==> src/rtl/pipe_pkg.sv <==
// -----------------------------------------------------------------------------
// pipe_pkg
// Shared definitions for the pipeline-register chain (pipe_stage_chain and
// pipe_stage): default sizes and the per-stage {valid, data} record at the
// default payload width.
// No ports (package).
// -----------------------------------------------------------------------------
package pipe_pkg;

    localparam int PIPE_DEF_WIDTH   = 32;
    localparam int PIPE_DEF_STAGES  = 3;
    localparam int PIPE_STALL_CNT_W = 16;

    // One stage's content at the default payload width. Stages with a
    // different WIDTH build the same record shape locally.
    typedef struct packed {
        logic                      valid;
        logic [PIPE_DEF_WIDTH-1:0] data;
    } pipe_rec_t;

endpackage

==> src/rtl/pipe_stage.sv <==
// -----------------------------------------------------------------------------
// pipe_stage
// One register stage of the chain: holds a valid bit and a payload.
// Priority per cycle: reset > flush > load > keep. A load of an invalid
// source stores an all-zero bubble, so valid=0 always implies data=0.
// Ports:
//   clk          rising-edge clock
//   rst          synchronous active-high reset (clears valid and data)
//   load_i       stage advances this cycle and takes its source
//   flush_i      stage becomes a bubble (wins over load and keep)
//   src_valid_i  valid of the source offered to this stage
//   src_data_i   payload of the source offered to this stage
//   valid_o      stored valid bit
//   data_o       stored payload
// -----------------------------------------------------------------------------
module pipe_stage
    import pipe_pkg::*;
#(
    parameter int WIDTH = PIPE_DEF_WIDTH
) (
    input  logic             clk,
    input  logic             rst,
    input  logic             load_i,
    input  logic             flush_i,
    input  logic             src_valid_i,
    input  logic [WIDTH-1:0] src_data_i,
    output logic             valid_o,
    output logic [WIDTH-1:0] data_o
);

    typedef struct packed {
        logic             valid;
        logic [WIDTH-1:0] data;
    } stage_t;

    stage_t stage_q;
    stage_t stage_d;

    always_comb begin
        stage_d = stage_q;
        if (flush_i) begin
            stage_d = '0;
        end else if (load_i) begin
            stage_d.valid = src_valid_i;
            // Mask the payload so a bubble is always all-zero.
            stage_d.data  = src_valid_i ? src_data_i : '0;
        end
    end

    always_ff @(posedge clk) begin
        if (rst) begin
            stage_q <= '0;
        end else begin
            stage_q <= stage_d;
        end
    end

    assign valid_o = stage_q.valid;
    assign data_o  = stage_q.data;

endmodule

==> src/rtl/pipe_stage_chain.sv <==
// -----------------------------------------------------------------------------
// pipe_stage_chain
// Parametrised chain of STAGES pipeline registers carrying a WIDTH-bit payload
// with a valid bit per stage, per-stage hold and flush, a downstream ready
// handshake and a saturating stall-cycle counter.
// Build option: define PIPE_BUBBLE_COLLAPSE_EN for collapse mode (an empty
// stage accepts data even when downstream is stalled). Undefined gives classic
// mode, where any downstream stall freezes every upstream stage.
// Ports:
//   clk          rising-edge clock
//   rst          synchronous active-high reset
//   in_valid     upstream offers in_data
//   in_data      payload into stage 0
//   in_ready     stage 0 advances this cycle (combinational)
//   hold         hold[k]: stage k keeps its content
//   flush        flush[k]: stage k becomes a bubble
//   out_valid    valid of the last stage
//   out_data     payload of the last stage
//   out_ready    consumer accepts the last stage
//   stage_valid  valid bit of every stage
//   stage_data   payload of stage k at [k*WIDTH +: WIDTH]
//   occupancy    number of valid stages (combinational)
//   stall_cnt    saturating count of cycles with in_valid & ~in_ready
// -----------------------------------------------------------------------------
module pipe_stage_chain
    import pipe_pkg::*;
#(
    parameter int WIDTH  = PIPE_DEF_WIDTH,
    parameter int STAGES = PIPE_DEF_STAGES,
    parameter int CNT_W  = PIPE_STALL_CNT_W,
    localparam int OCC_W = $clog2(STAGES + 1)
) (
    input  logic                    clk,
    input  logic                    rst,
    input  logic                    in_valid,
    input  logic [WIDTH-1:0]        in_data,
    output logic                    in_ready,
    input  logic [STAGES-1:0]       hold,
    input  logic [STAGES-1:0]       flush,
    output logic                    out_valid,
    output logic [WIDTH-1:0]        out_data,
    input  logic                    out_ready,
    output logic [STAGES-1:0]       stage_valid,
    output logic [STAGES*WIDTH-1:0] stage_data,
    output logic [OCC_W-1:0]        occupancy,
    output logic [CNT_W-1:0]        stall_cnt
);

    logic [STAGES-1:0]       adv;
    logic [STAGES-1:0]       src_valid;
    logic [STAGES*WIDTH-1:0] src_data;
    logic [CNT_W-1:0]        cnt_q;
    logic [CNT_W-1:0]        cnt_d;

    // Advance chain, resolved from the consumer back towards stage 0.
    // Flush is deliberately not part of it: an item moving into a flushed
    // stage is dropped but still counts as sent by its upstream stage.
    always_comb begin
        logic nxt;
        adv = '0;
        nxt = out_ready;
        for (int k = STAGES - 1; k >= 0; k--) begin
`ifdef PIPE_BUBBLE_COLLAPSE_EN
            adv[k] = ~hold[k] & (nxt | ~stage_valid[k]);
`else
            adv[k] = ~hold[k] & nxt;
`endif
            nxt = adv[k];
        end
    end

    genvar g;
    generate
        for (g = 0; g < STAGES; g++) begin : g_stage
            if (g == 0) begin : g_src_in
                assign src_valid[0]       = in_valid;
                assign src_data[0 +: WIDTH] = in_data;
            end else begin : g_src_prev
                // A held upstream stage offers a bubble (load-use stall).
                assign src_valid[g]             = stage_valid[g-1] & ~hold[g-1];
                assign src_data[g*WIDTH +: WIDTH] = stage_data[(g-1)*WIDTH +: WIDTH];
            end

            pipe_stage #(
                .WIDTH (WIDTH)
            ) u_stage (
                .clk         (clk),
                .rst         (rst),
                .load_i      (adv[g]),
                .flush_i     (flush[g]),
                .src_valid_i (src_valid[g]),
                .src_data_i  (src_data[g*WIDTH +: WIDTH]),
                .valid_o     (stage_valid[g]),
                .data_o      (stage_data[g*WIDTH +: WIDTH])
            );
        end
    endgenerate

    assign in_ready  = adv[0];
    assign out_valid = stage_valid[STAGES-1];
    assign out_data  = stage_data[(STAGES-1)*WIDTH +: WIDTH];

    always_comb begin
        occupancy = '0;
        for (int k = 0; k < STAGES; k++) begin
            occupancy = occupancy + OCC_W'(stage_valid[k]);
        end
    end

    always_comb begin
        cnt_d = cnt_q;
        if (in_valid && !in_ready && !(&cnt_q)) begin
            cnt_d = cnt_q + CNT_W'(1);
        end
    end

    always_ff @(posedge clk) begin
        if (rst) begin
            cnt_q <= '0;
        end else begin
            cnt_q <= cnt_d;
        end
    end

    assign stall_cnt = cnt_q;

endmodule

==> config.mk <==
export PLATFORM = sky130hd
export DESIGN_NAME = pipe_stage_chain
export DESIGN_NICKNAME = d
export VERILOG_FILES = /design/src/rtl/pipe_pkg.sv /design/src/rtl/pipe_stage.sv /design/src/rtl/pipe_stage_chain.sv
export SDC_FILE = /design/constraint.sdc
export NUM_CORES = 1
export LEC_CHECK = 0
export ABC_CLOCK_PERIOD_IN_PS = 1800
export CAP_MARGIN = 10
export CORE_ASPECT_RATIO = 1.25
export CORE_MARGIN = 4
export CORE_UTILIZATION = 30
export CTS_CLUSTER_DIAMETER = 60
export DETAILED_ROUTE_END_ITERATION = 10
export GPL_TIMING_DRIVEN = 0
export PLACE_DENSITY = 0.65
export SYNTH_ARGS = -nofsm -noshare
export SYNTH_HDL_FRONTEND = slang
export SYNTH_SLANG_ARGS = --single-unit
export TNS_END_PERCENT = 5
==> constraint.sdc <==
create_clock -name clk -period 1.8 [get_ports clk]
set_input_delay 0.36 -clock clk [delete_from_list [all_inputs] [get_ports clk]]
set_output_delay 0.36 -clock clk [all_outputs]
set_load 0.005 [all_outputs]
======== Yosys cells after proc, flatten, opt, wreduce, memory -nomap -nowiden ========
Index checks and enable logic that the tools add are counted.
operators by class
  $add $sub $neg .......................... 3
  multipliers ............................. 0
  divide/modulo/power cells ............... 0
  $lt $le $gt $ge ......................... 0
  eq/ne operators ......................... 0
  shift-type cells ........................ 0
  multiplexer cells ....................... 3
  bitwise gates (word level) .............. 8
  reduce and logical (&&, ||, !) cells .... 8
operators with widths
  operator                 count
  $mux W32                 3
  $add A16 B1 Y16 const B  1
  $reduce_and A16 Y1       1
  $reduce_or A2 Y1         3
  $and A1 B1 Y1            5
  $not A1 Y1               3
  $add A1 B1 Y2            1
  $add A2 B1 Y2            1
  $logic_and A1 B1 Y1      2
  $logic_not A1 Y1         2
storage, ports and cells
  flip-flop bits (word level) ............. 115
  latch bits .............................. 0
  RAM bits ................................ 0
  bits in read-only memories .............. 0
  output and inout port bits .............. 151
  logic and storage cells ................. 29
  memories kept ........................... 0

======== Longest topological paths before layout ========
Gate-level depths: netlist of run 1.
  depth after elaboration ................. 7
  mapped depth ............................ 7
  depth with buffers taken out ............ 5

======== Hierarchy ========
A second synthesis of run 1 with hierarchy kept.
unflattened totals
  cell total of the unflattened synthesis .. 583
  area, all modules ....................... 5477.8 um^2
modules (own cells, without submodules)
  module            times used  cells an instance  area an instance (um^2)
  pipe_stage        3           147                1422.6
  pipe_stage_chain  1           142                1209.9

======== Worst setup path before layout of run 1 ========
No wires, ideal clock.
  path type ............................... register to register
  start ................................... register cnt_q[8], in the netlist stall_cnt[8]
  end ..................................... register cnt_q[15], in the netlist stall_cnt[15]
  setup time .............................. 121 ps
  arrival ................................. 1543 ps
  required time ........................... 1679 ps
  slack ................................... 136 ps
  stages on the path, launching flop included .. 5
  buffers on the path ..................... 0
  cells stage by stage .................... dfxtp_1 > nand4_2 > nor3_1 > nor4b_1 > mux2_2
between the ends
  word-level cells in the longest chain between the ends .. 3
  elaborated cells on any way between the ends .. 4
RTL lines
  item                                                     line                     RTL
  from (decl)                                              pipe_stage_chain.sv:52   logic [CNT_W-1:0] cnt_q;
  from (signal assigned)                                   pipe_stage_chain.sv:121  cnt_q <= cnt_d;
  branches (longest 3 deep; another with $add A16 B1 Y16)  n/a
Several ways; the timed one is not identified.
A chain may end at the register's enable or synchronous reset.

======== Final worst setup path of run 1 ========
  start ................................... input rst
  end ..................................... register g_stage[2].u_stage.stage_q, in the netlist g_stage[2].u_stage.data_o[6]
between the ends
  word-level cells in the longest chain between the ends .. 1
RTL lines
  item                        line                    RTL
  from (decl)                 pipe_stage_chain.sv:34  input logic rst,
  $reduce_or A2 Y1 (no line)  n/a
  to (signal assigned)        pipe_stage.sv:54        stage_q <= stage_d;
  to (decl)                   pipe_stage.sv:36        stage_t stage_q;
Every way passes these cells.

==> results, run 1 <==
- The flow ran to the end, and the final reports show no timing, DRC or antenna violations.
- The category of the critical setup timing path is primary input to flip-flop.
- Prior to clock tree synthesis, the placed netlist has a worst setup slack of -1010 ps.
- For this run, the total global-route usage over all layers was measured as 0.179.
- The initial antenna violation count came to 0.
- The top cell types in the final layout, fill and taps aside, are clkdlybuf4s50_1 (184), dfxtp_1 (104), a21oi_1 (46).
- The final period utilization is 0.990.
- The number of nets in the layout is 772.
- In this run the worst path has a maximum fanout of 10.
- In the final layout, the share of cells above drive strength 1 is 0.246.
- The post-route minimum period is between 1500 and 2000 ps.
- The maximum ir drop on the vdd rail is 462 µV.
- The number of failing setup endpoints in the final timing report is 0.
- The core region is about 0.016 mm².
- Summed over all layers, the routed wires come to 16,300 µm.
- The wire-length estimate of the detail-placed layout is 11,800 µm.
- The remaining design rule violation count is 0.
- The count of nets left with antenna violations after detail routing is 0.
- TritonCTS created 17 clock buffers.
- Buffers inserted to repair hold after CTS numbered 0.
- The width of the die is approximately 120 µm.
- The slowest stage of the critical path is the clkdlybuf4s50_1 cell.
- The CTS tree is done.
- The root buffer cell chosen for the clock tree is clkbuf_16.
- The post-route cell area is 0.00774 mm².
- After floorplanning, the core was divided into a little over 50 placement rows.
- The pre-antenna-repair detailed-routing pass consisted of 4 iterations.
- The critical path data required time is 2060 ps.
- The data arrival time of the critical path is 2050 ps.
- The count of endpoints failing hold in the final timing report came to 0.
- The worst pin sits at a relative slew slack of 0.591.
- 0 antenna diodes ended up in the layout.
- The synthesized design contains 115 register bits.
- Power spread over the standard cell area amounts to 816 mW/mm².
- The leakage power summed over all cells is 2.63 nW.
- For this block, the initial DRC count from the detailed router was between 200 and 250.
- The first global-routing pass estimated 25,500 µm of wire.
- The net switching power figure is 1.45 mW.
- The endpoint class of the critical path is a flip-flop.
- The final core utilization is 0.491.
- The count of buffers added on input and output ports is 192.
- The cell seen most often among critical-path stages is clkbuf_1.
- In this run the number of H-tree levels came out at 4.
- The number of global-route vias before repair is 4,662.
- The maximum buffer depth of the clock tree is 2.
- The post-CTS clock slew at the launch and capture registers of the worst setup and hold paths is 60 ps.
- The number of nets in the synthesized netlist is approximately 560.
- The actual transition at the worst max-transition pin is 614 ps.
- Of the total power, the share spent switching nets is 0.230.
- Across all setup checks in the final design, the least slack found is 17.1 ps.
- In the final routed layout, each cell accounts on average for 17.1 µm.
- The count of distinct cell types in the synthesized netlist is 46.
- The synthesis warning total is 0.
- Walking the worst path, the cells encountered are clkdlybuf4s50_1 -> or2_2 -> clkbuf_1 -> clkbuf_1 -> nor2_1.
- The number of instances in the placed design is 918.
- Clock tree synthesis found a total of 115 sinks.
- Leaving out fill and tap cells, the most frequent cell in the layout is clkdlybuf4s50_1.
- Once layout is complete, the cells apart from fillers number 953.
- The share of the Yosys chip area taken by registers is 0.474.
- A synthesized cell averages 9.44 µm².
- The number of cells produced by synthesis is approximately 510.
- After synthesis, the cell types taking the most area are dfxtp_1 (47%), a22oi_2 (7.5%), a22oi_1 (5.4%).
- The number of top-level design ports is around 190.
- The later-pin clock latency in the skew report is 400 ps.
- The fraction of power consumed by combinational cells is 0.046.
- The mean number of vias per cell is 4.77.
- The area growth from synthesis to layout is 59.5%.
- The launching element type of the critical path is a primary input.
- Based on the critical path, the design can be clocked at up to between 500 and 600 MHz.
- The y dimension of the die is 150 µm.
- The weighted congestion reported at the end of routability-driven placement is 0.774.
- Of the total power, registers draw 0.405.
- On the final layout, the worst clock skew is 8.03 ps.
- The min-delay analysis places its worst path in the category flip-flop to flip-flop.
- After filler insertion, the fill cell instance count of the layout stands at 1,517.
- The number of maximum-capacitance constraint violations is 0.
- The detailed router placed 4,543 vias in this run.
- The top-area cell type share of the netlist area is 0.474.
- The internal power of the cells totals ~4.9 mW.
- The relative contribution of the clock network to total power is 0.548.
- The number of slew-limit violations in the final report is 0.
- The pin count of the biggest net entering global routing is 17.
- Setup repair after global routing could not meet its margin everywhere.
- The largest incremental delay on the critical path is 630 ps.
- The final global-route overflow total is 0.
- The floorplan step defined a die boundary enclosing 0.0183 mm².
- For this configuration, the core starts out at a cell density of 0.308.
- The cell type with the highest aggregate area in the netlist is dfxtp_1.
- After detailed placement, the total cell area comes to 0.00704 mm².
- In this run the cell area of the synthesized design comes to 0.00485 mm².
## flip-flops by register name, summed over array words and instances (netlist names)
| signal | count |
|---|---|
| g_stage.u_stage.valid_o | 3 |
| stall_cnt | 16 |
| g_stage.u_stage.data_o | 96 |
## timing repair
item	4_1_cts	5_1_grt
setup buffers	4	0
endpoints found under the setup margin	105	79
gates resized for setup	39	15
pin swaps	4	4
gates cloned	0	0
## Yosys cell counts, drive strengths merged
| cell | n |
|---|---|
| a311oi | 1 |
| mux2 | 6 |
| and3 | 2 |
| ha | 1 |
| a22oi | 64 |
| a211oi | 2 |
| o21ai | 1 |
| inv | 3 |
| nor4b | 1 |
| or2 | 4 |
| nand4 | 4 |
| clkinv | 1 |
| mux2i | 1 |
| nor2 | 73 |
| or3 | 1 |
| a21oi | 46 |
| nor2b | 6 |
| buf | 49 |
| nor3 | 4 |
| fa | 1 |
| o31ai | 5 |
| or4b | 1 |
| and4 | 3 |
| nand3 | 38 |
| a31oi | 1 |
| nand2 | 40 |
| dfxtp | 115 |
| nand2b | 3 |
| clkbuf | 26 |
| and2 | 2 |
| o41ai | 1 |
| nor4 | 1 |
| or4 | 6 |
| nor3b | 1 |
## logic make-up after synthesis
kind of cell | share of synthesized area
fa+ha+maj | 0.00670
mux | 0.0160
compound gates | 0.193
buf+inv | 0.104
simple gates | 0.206
flops | 0.474
## layout make-up
| type | instances | area, µm² | area share |
|---|---|---|---|
| Inverter | 4 | 27.5 | 0.00356 |
| Sequential cell | 115 | 2320 | 0.300 |
| Tap cell | 212 | 265 | 0.0343 |
| Timing Repair Buffer | 196 | 1940 | 0.251 |
| Buffer | 74 | 508 | 0.0656 |
| Clock buffer | 17 | 425 | 0.0550 |
| Clock inverter | 15 | 183 | 0.0236 |
| Multi-Input combinational cell | 320 | 2070 | 0.267 |
## final timing paths
check / from / to / slack [ps] / cells after the start
worst min-delay path: g_stage[0].u_stage.data_o[1]$_SDFFE_PP0P_ / g_stage[0].u_stage.data_o[1]$_SDFFE_PP0P_ / 480 / 2
worst max-delay path: rst / g_stage[2].u_stage.data_o[6]$_SDFFE_PP0P_ / 20 / 5
worst min register to register: g_stage[0].u_stage.data_o[1]$_SDFFE_PP0P_ / g_stage[0].u_stage.data_o[1]$_SDFFE_PP0P_ / 480 / 2
worst max register to register: stall_cnt[8]$_SDFFE_PP0P_ / stall_cnt[15]$_SDFFE_PP0P_ / 50 / 4
## worst max-delay path, delay by kind of cell
kind / cells / cell delay [ps]
simple gates: 2 / 270
buf+inv: 3 / 1400
## power groups by stage
stage / logic (mW) / registers (mW) / clock network, mW
finish: 0.293 / 2.56 / 3.47
global route: 0.319 / 2.56 / 3.64
CTS: 0.298 / 2.56 / 3.53
detailed placement: 0.294 / 2.62 / 0
global placement: 0.289 / 2.62 / 0
floorplan: 0.117 / 2.62 / 0
## routing by layer
| layer | GRT usage | vias up | wire, µm |
|---|---|---|---|
| met4 | 0.0493 | 0 | 192 |
| met1 | 0.213 | 2177 | 6740 |
| met2 | 0.320 | 148 | 8520 |
| met5 | 0 | - | 0 |
| li1 | - | 2204 | - |
| met3 | 0.0447 | 14 | 807 |
## through the flow
stage / power, mW / TNS, ps / hold WS (ps)
6_report: 6.32 / 0 / 476
5_1_grt: 6.52 / -3520 / 487
4_1_cts: 6.39 / 0 / 475
3_5_place_dp: 2.91 / -59370 / 466
3_3_place_gp: 2.91 / -55640 / 463
2_1_floorplan: 2.74 / 0 / 461
(Power assumes the default switching activity.)
==> run 2: changes to the inputs <==
--- a/config.mk
+++ b/config.mk
@@ -14,6 +14,7 @@
 export DETAILED_ROUTE_END_ITERATION = 10
 export GPL_TIMING_DRIVEN = 0
 export PLACE_DENSITY = 0.65
+export SLEW_MARGIN = 20
 export SYNTH_ARGS = -nofsm -noshare
 export SYNTH_HDL_FRONTEND = slang
 export SYNTH_SLANG_ARGS = --single-unit
==> results of run 2 <==
The final DEF is identical to that of run 1; final timing and power are the same.
==> run 3: changes to the inputs <==
--- a/config.mk
+++ b/config.mk
@@ -5,7 +5,6 @@
 export SDC_FILE = /design/constraint.sdc
 export NUM_CORES = 1
 export LEC_CHECK = 0
-export ABC_CLOCK_PERIOD_IN_PS = 1800
 export CAP_MARGIN = 10
 export CORE_ASPECT_RATIO = 1.25
 export CORE_MARGIN = 4
==> results of run 3 <==
The final DEF is identical to that of run 1; final timing and power are the same.
